<file path="src/rtl/arith_pkg.sv">
// Shared arithmetic-library definitions: FSM state encoding,
// default operand width and a counter-width helper.
package arith_pkg;

  localparam int DEF_WIDTH = 8;

  typedef enum logic [1:0] {
    IDLE = 2'd0,
    RUN  = 2'd1,
    DONE = 2'd2
  } state_e;

  function automatic int clog2(input int v);
    int r;
    r = 0;
    while ((1 << r) < v) r++;
    return r;
  endfunction

endpackage

</file>
<file path="src/rtl/mult_step.sv">
// One shift-and-add partial-product step on the {acc, q} register.
// Purely combinational.
module mult_step #(
  parameter int WIDTH = 8
) (
  input  logic [WIDTH:0]   acc,
  input  logic [WIDTH-1:0] q,
  input  logic [WIDTH-1:0] m,
  output logic [WIDTH:0]   acc_n,
  output logic [WIDTH-1:0] q_n
);

  logic [WIDTH:0] sum;
  logic [WIDTH:0] acc_t;

  always_comb begin
    sum   = {1'b0, acc[WIDTH-1:0]} + {1'b0, m};
    acc_t = q[0] ? sum : acc;
  end

  assign {acc_n, q_n} = {1'b0, acc_t, q[WIDTH-1:1]};

endmodule

</file>
<file path="src/rtl/seq_multiplier.sv">
// Sequential shift-and-add unsigned multiplier, one
// partial-product step per clock, WIDTH steps per product.
module seq_multiplier
  import arith_pkg::*;
#(
  parameter int WIDTH = DEF_WIDTH
) (
  input  logic               clk,
  input  logic               rst_n,
  input  logic               start,
  input  logic [WIDTH-1:0]   multiplicand,
  input  logic [WIDTH-1:0]   multiplier,
  output logic               busy,
  output logic               done,
  output logic [2*WIDTH-1:0] product
);

  localparam int CW = (clog2(WIDTH) < 1) ? 1 : clog2(WIDTH);
  localparam logic [CW-1:0] LAST = CW'(WIDTH - 1);

  state_e state_q, state_d;
  logic [CW-1:0] cnt_q, cnt_d;
  logic [WIDTH-1:0] m_q, m_d;
  logic [WIDTH:0] acc_q, acc_d;
  logic [WIDTH-1:0] q_q, q_d;
  logic [2*WIDTH-1:0] prod_q, prod_d;
  logic busy_q, busy_d;
  logic done_q, done_d;

  logic [WIDTH:0] acc_n;
  logic [WIDTH-1:0] q_n;

  mult_step #(
    .WIDTH(WIDTH)
  ) u_step (
    .acc  (acc_q),
    .q    (q_q),
    .m    (m_q),
    .acc_n(acc_n),
    .q_n  (q_n)
  );

  always_comb begin
    state_d = state_q;
    cnt_d   = cnt_q;
    m_d     = m_q;
    acc_d   = acc_q;
    q_d     = q_q;
    prod_d  = prod_q;
    unique case (state_q)
      IDLE, DONE: begin
        if (start) begin
          state_d = RUN;
          m_d     = multiplicand;
          acc_d   = '0;
          q_d     = multiplier;
          cnt_d   = '0;
        end else begin
          state_d = IDLE;
        end
      end
      RUN: begin
        acc_d = acc_n;
        q_d   = q_n;
        cnt_d = cnt_q + CW'(1);
        if (cnt_q == LAST) begin
          state_d = DONE;
          prod_d  = {acc_n[WIDTH-1:0], q_n};
        end
      end
      default: state_d = IDLE;
    endcase
  end

  // Flags trail the state by one edge so that the busy
  // window and the done pulse line up with the fixed latency.
  always_comb begin
    busy_d = (state_q == RUN);
    done_d = (state_q == DONE);
  end

  always_ff @(posedge clk or negedge rst_n) begin
    if (!rst_n) begin
      state_q <= IDLE;
      cnt_q   <= '0;
      m_q     <= '0;
      acc_q   <= '0;
      q_q     <= '0;
      prod_q  <= '0;
      busy_q  <= 1'b0;
      done_q  <= 1'b0;
    end else begin
      state_q <= state_d;
      cnt_q   <= cnt_d;
      m_q     <= m_d;
      acc_q   <= acc_d;
      q_q     <= q_d;
      prod_q  <= prod_d;
      busy_q  <= busy_d;
      done_q  <= done_d;
    end
  end

  assign busy    = busy_q;
  assign done    = done_q;
  assign product = prod_q;

endmodule

</file>
<file path="config.mk">
export PLATFORM = sky130hd
export DESIGN_NAME = seq_multiplier
export DESIGN_NICKNAME = d
export VERILOG_FILES = /design/src/rtl/arith_pkg.sv /design/src/rtl/mult_step.sv /design/src/rtl/seq_multiplier.sv
export SDC_FILE = /design/constraint.sdc
export NUM_CORES = 1
export LEC_CHECK = 0
export BUFFER_PORTS_ARGS = -buffer_cell sky130_fd_sc_hd__buf_2
export CAP_MARGIN = 30
export CORE_ASPECT_RATIO = 0.6
export CORE_MARGIN = 2
export CORE_UTILIZATION = 55
export DETAILED_ROUTE_END_ITERATION = 6
export GPL_ROUTABILITY_DRIVEN = 0
export PLACE_DENSITY = 0.82
export SYNTH_ARGS = -nofsm -noshare
export SYNTH_HDL_FRONTEND = slang
export SYNTH_SLANG_ARGS = --single-unit
</file>
<file path="constraint.sdc">
create_clock -name clk -period 2.9 [get_ports clk]
set_clock_uncertainty 0.15 [all_clocks]
set_input_delay 0.58 -clock clk [delete_from_list [all_inputs] [get_ports clk]]
set_output_delay 0.58 -clock clk [all_outputs]
set_load 0.1 [all_outputs]
</file>
==> flow_summary_export.csv, run 1 <==
group,metric,value,unit
placement,dp_hpwl,3440,um
logic_synthesis,yosys_register_bits,47,
detailed_routing,drc,3,
finish,multi_input_area,951,um^2
grt,gr-total-overflow,0,
cts,cts_tree,"yes",
finish,syn2layout_area_growth,13.7,%
logic_synthesis,yosysUniqueCellTypes,34,
status,violations,"DRC",
logic_synthesis,netlist_instances,235,
critical_path,required,2940,ps
logic_synthesis,synth_area_leaders,"dfrtp_1 53%, nand2_1 12%, ha_1 5.7%, o21ai_0 4.1%, a31oi_1 2.6%",
logic_synthesis,synth_common_cells,"73 x nand2_1, 47 x dfrtp_1, 18 x o21ai_0",
cts,cts-root-buf,"clkbuf_8",
sta,fin_crit_sh,81.9,%
floorplan,core.rowCount,17,
finish,regArea,1180,um^2
cts,postCtsHoldBufs,0,
floorplan,pin_count,37,
critical_path,ff2ff_path_depth,8,
status,outcome,"complete, but fails checks",
detailed_routing,vias,1759,
grt,grt_usage,24.7,%
cts,cts.sinks,47,
cts,ctsResizeCount,0,
critical_path,regToRegEndpoint,"product[13]",
floorplan,die_h,53.0,um
sta,finalHoldViolCount,0,
critical_path,r2r_start,"m_q[0]",
logic_synthesis,synth_most_common_cell,"nand2_1",
critical_path,start_kind,"flip-flop",
sta,hold_slack,118,ps
cts,htreeDepth,2,
detailed_routing,wl_met1,2290,um
detailed_routing,first_pass_iters,7,
sta,fin_tns_setup,0,ps
floorplan,die_x,85.7,um
critical_path,critPathArrivalTime,2410,ps
placement,port_buffers,36,
job,cap_viol_max_count,0,
cts,post_cts_buffers,0,
critical_path,cp-end-kind,"flip-flop",
detailed_routing,ant_nets,0,
finish,final_nets,301,
sta,fmax,421,MHz
finish,fillers,326,
logic_synthesis,ys_async_sr_fraction,100,%
logic_synthesis,syn_area,2200,um^2
cts,clockBufferDepth,2,
logic_synthesis,avgSynthCellArea,9.38,um^2
critical_path,r2r_setup_slack,530,ps
grt,grt_pass1_vias,1727,
floorplan,start_util,58.6,%
sta,fin_crit,2370,ps
logic_synthesis,synth_edf_count,0,
detailed_routing,drtIter0Drc,103,
sta,rsz0062_at_grt,"false",
detailed_routing,wl_met2,2170,um
logic_synthesis,ys_warn_count,0,
logic_synthesis,synthFlopType,"dfrtp_1",
detailed_routing,wl_per_cell,15.1,um
logic_synthesis,synth_top_area_share,53.3,%
sta,worst_slew_pin_slew,755,ps
detailed_routing,topRoutingLayerUsed,"met4",
floorplan,fp.coreArea,3760,um^2
cts,clock_latency,300,ps
floorplan,die-area,4550,um^2
logic_synthesis,synth_nets,265,
cts,cts_buffers,5,
sta,setup_violations,0,
critical_path,crit_fanout,3,
logic_synthesis,yosysSeqAreaShare,53.3,%
detailed_routing,route.met3.wl,301,um
finish,drive_gt1_share,18.8,%
detailed_routing,wl,4800,um
sta,slew_violations,0,
grt,grt_start_max_net_pins,27,
critical_path,crit_type,"reg2reg",
logic_synthesis,synth_area_leader_cell,"dfrtp_1",
cts,clk_pin_slew,80,ps
hold_path,min_path_type,"in2async",
finish,diodes,0,
sta,slew_headroom,49.5,%
detailed_routing,vias_per_cell,5.53,
grt,grt_pass1_wl,8220,um
grt,antenna_found_initial,0,
[per-layer routing]
metal,up-vias,GRT usage [%]
li1,861,-
met1,835,34.4
met2,58,38.4
met3,5,6.08
met4,0,7.94
met5,-,0
[cells in the final DEF (no fill, tap or decap), types with 2 or more instances in the layout]
cell type / instances
inv_1: 6
a21oi_1: 10
o31ai_1: 2
nor2_1: 13
nor3_1: 4
buf_4: 4
a31oi_1: 9
a21o_1: 3
buf_2: 36
clkbuf_8: 6
nand2b_1: 2
dfrtp_1: 47
a22o_1: 3
o21ai_0: 18
ha_1: 10
a211oi_1: 2
nor2b_1: 3
mux2i_1: 3
nand3_1: 2
nand2_1: 73
[flip-flops by register name (all words and copies together) (netlist names)]
signal,cells
product,16
acc_q,8
m_q,8
q_q,8
cnt_q,3
state_q,2
busy,1
done,1
[cell families after synthesis]
group,after synthesis,synth area share [%]
adders and majority gates,11,6.58
xor gates and xnor gates,2,0.795
buffers and inverters,17,3.52
DFF,47,53.3
and+or+nand+nor,104,20.2
muxes,4,1.87
AOI/OAI and AO/OA,50,13.7
[stage by stage]
stage,worst slack [ps],cell area [um^2],std cells,utilization (%)
6_report,526,2510,318,66.6
3_5_place_dp,562,2420,311,64.2
4_1_cts,551,2510,318,66.6
2_1_floorplan,732,2200,235,-
5_1_grt,411,2510,318,66.6
3_3_place_gp,690,2420,311,64.2
[area by class of cell]
class,instances,share of cell area (%)
sequential,47,46.9
inverter,6,0.899
timing repair buffer,40,8.39
tap,47,2.35
clock inverter,1,0.200
clock buffer,6,3.30
multi-input combinational,171,37.9
[worst max path at each step]
stage / cells after the start / to / start / slack (ps)
5_1_grt: 8 / acc_q[5] / m_q[0] / 410
3_5_place_dp: 8 / product[13] / acc_q[0] / 560
2_1_floorplan: 8 / product[13] / m_q[0] / 730
4_1_cts: 8 / product[13] / acc_q[0] / 550
3_3_place_gp: 8 / product[13] / acc_q[0] / 690
6_report: 8 / product[13] / m_q[0] / 530
[critical path, stage by stage (launching register included)]
cell,delay [ps]
dfrtp_1,400
ha_1,240
inv_1,90
fa_1,260
nor2b_4,70
o2111a_1,240
or4_4,490
a211oi_1,260
nor3_1,70
Power of run 1 is left out: the tool's default activity adds up to more than one toggle a clock period on the data nets, which glitch-free logic cannot reach.
==> inputs of run 2 (changes only) <==
==> constraint.sdc (replaced) <==
create_clock -name clk -period 2.3 [get_ports clk]
set_clock_uncertainty 0.15 [all_clocks]
set_input_delay 0.46 -clock clk [delete_from_list [all_inputs] [get_ports clk]]
set_output_delay 0.46 -clock clk [all_outputs]
set_load 0.1 [all_outputs]
==> flow_summary_export.csv, run 2 (same netlist as run 1, synthesis figures left out) <==
group,metric,value,unit
floorplan,die_x,85.7,um
sta,slew_headroom,54.7,%
critical_path,critPathArrivalTime,2300,ps
floorplan,start_util,58.6,%
finish,largest_reg_flops,16,
detailed_routing,wl_per_cell,14.6,um
finish,final_nets,303,
finish,syn2layout_area_growth,17.3,%
detailed_routing,ant_nets,0,
floorplan,fp.coreArea,3760,um^2
critical_path,cp-end-kind,"flip-flop",
finish,design_area,2590,um^2
placement,dpl-instance-area,2430,um^2
grt,antenna_found_initial,0,
detailed_routing,vias,1782,
critical_path,crit_fanout,3,
grt,grt_usage,23.6,%
critical_path,required,2340,ps
grt,grt_pass1_wl,7940,um
floorplan,die-area,4550,um^2
detailed_routing,vias_per_cell,5.55,
sta,hold_slack,92.3,ps
cts,cts_buffers,5,
sta,fin_crit_sh,98.4,%
grt,grt_start_max_net_pins,48,
cts,htreeDepth,2,
placement,port_buffers,36,
critical_path,cp_top_family,"simple AND/OR/NAND/NOR gates",
floorplan,die_h,53.0,um
critical_path,crit_type,"reg2reg",
critical_path,path_buf_inv,1,
cts,cts_tree,"yes",
finish,final_cell_mix,"73 x nand2_1, 47 x dfrtp_1, 36 x buf_2",
grt,grt_pass1_vias,1711,
job,cap_viol_max_count,0,
detailed_routing,drc,3,
sta,fmax,442,MHz
detailed_routing,first_pass_iters,6,
sta,finalHoldViolCount,0,
sta,fin_crit,2260,ps
sta,slew_violations,0,
cts,clock_latency,300,ps
critical_path,path_cells,"ha_2 > inv_2 > fa_2 > nor2b_4 > o2111a_1 > or4_4 > a211oi_2 > nor3_1",
status,outcome,"complete, but fails checks",
finish,mostFrequentLayoutCell,"nand2_1",
grt,gr-total-overflow,0,
cts,cts-root-buf,"clkbuf_8",
finish,diodes,0,
critical_path,critPathSlowestCell,"or4_4",
finish,drive_gt1_share,21.5,%
placement,dp_hpwl,3260,um
critical_path,start_kind,"flip-flop",
floorplan,pin_count,37,
critical_path,critical_path_depth,8,
cts,clockBufferDepth,2,
floorplan,core.rowCount,17,
critical_path,slowest_delay,500,ps
detailed_routing,wl,4670,um
critical_path,ff2ff_path_depth,8,
cts,clk_pin_slew,90,ps
status,violations,"DRC",
sta,setup_violations,0,
detailed_routing,drtIter0Drc,83,
cts,cts.sinks,47,
finish,fillers,292,
sta,worst_slew_pin_slew,676,ps
hold_path,min_path_type,"in2async",
run 2: path summary, 6_finish.rpt:
check | start | slack (ps) | endpoint
worst min register to register | product[5] | 320 | product[5]
worst max register to register | acc_q[0] | 40 | product[13]
worst max-delay path | acc_q[0] | 40 | product[13]
worst min-delay path | rst_n | 90 | product[6]
min in group clk | multiplicand[4] | 200 | m_q[4]
max in group asynchronous | rst_n | 1520 | m_q[2]
run 2: per-stage QoR:
stage	instances	setup WS [ps]	util (%)	setup TNS (ps)
finish	321	37.6	68.7	0
global placement	312	80.2	64.4	0
global route	321	-28.5	68.7	-28.5
CTS	320	14.6	68.0	0
floorplan	235	132	-	0
detailed placement	312	36.0	64.4	0
run 2: layout make-up:
cell class                      count  area (um^2)  area share (%)
Clock buffer                        6         72.6            2.81
Clock inverter                      2         60.1            2.32
Inverter                            6         22.5           0.871
Multi-Input combinational cell    171          971            37.5
Sequential cell                    47         1180            45.5
Tap cell                           47         58.8            2.27
Timing Repair Buffer               42          225            8.71
run 2: worst register-to-register path, cell delays in order, from the launching register on:
cell and delay [ps]:
dfrtp_1 400, ha_2 210, inv_2 70, fa_2 240, nor2b_4 50, o2111a_1 260
or4_4 500, a211oi_2 230, nor3_1 60
run 2: metal layers:
layer / part of all wire [%] / GRT usage [%]
met2: 43 / 36.3
met5: 0 / 0
met4: 0.68 / 7.14
met3: 7.7 / 6.71
met1: 48 / 32.8
run 2: what timing repair did:
action / in CTS / in global routing
gates resized for setup: 1 / 5
buffers inserted: 0 / 1
hold buffers: 0 / 0
endpoints found under the setup margin: 1 / 6
pin swaps: 0 / 1
Power of run 2 is left out for the same reason.
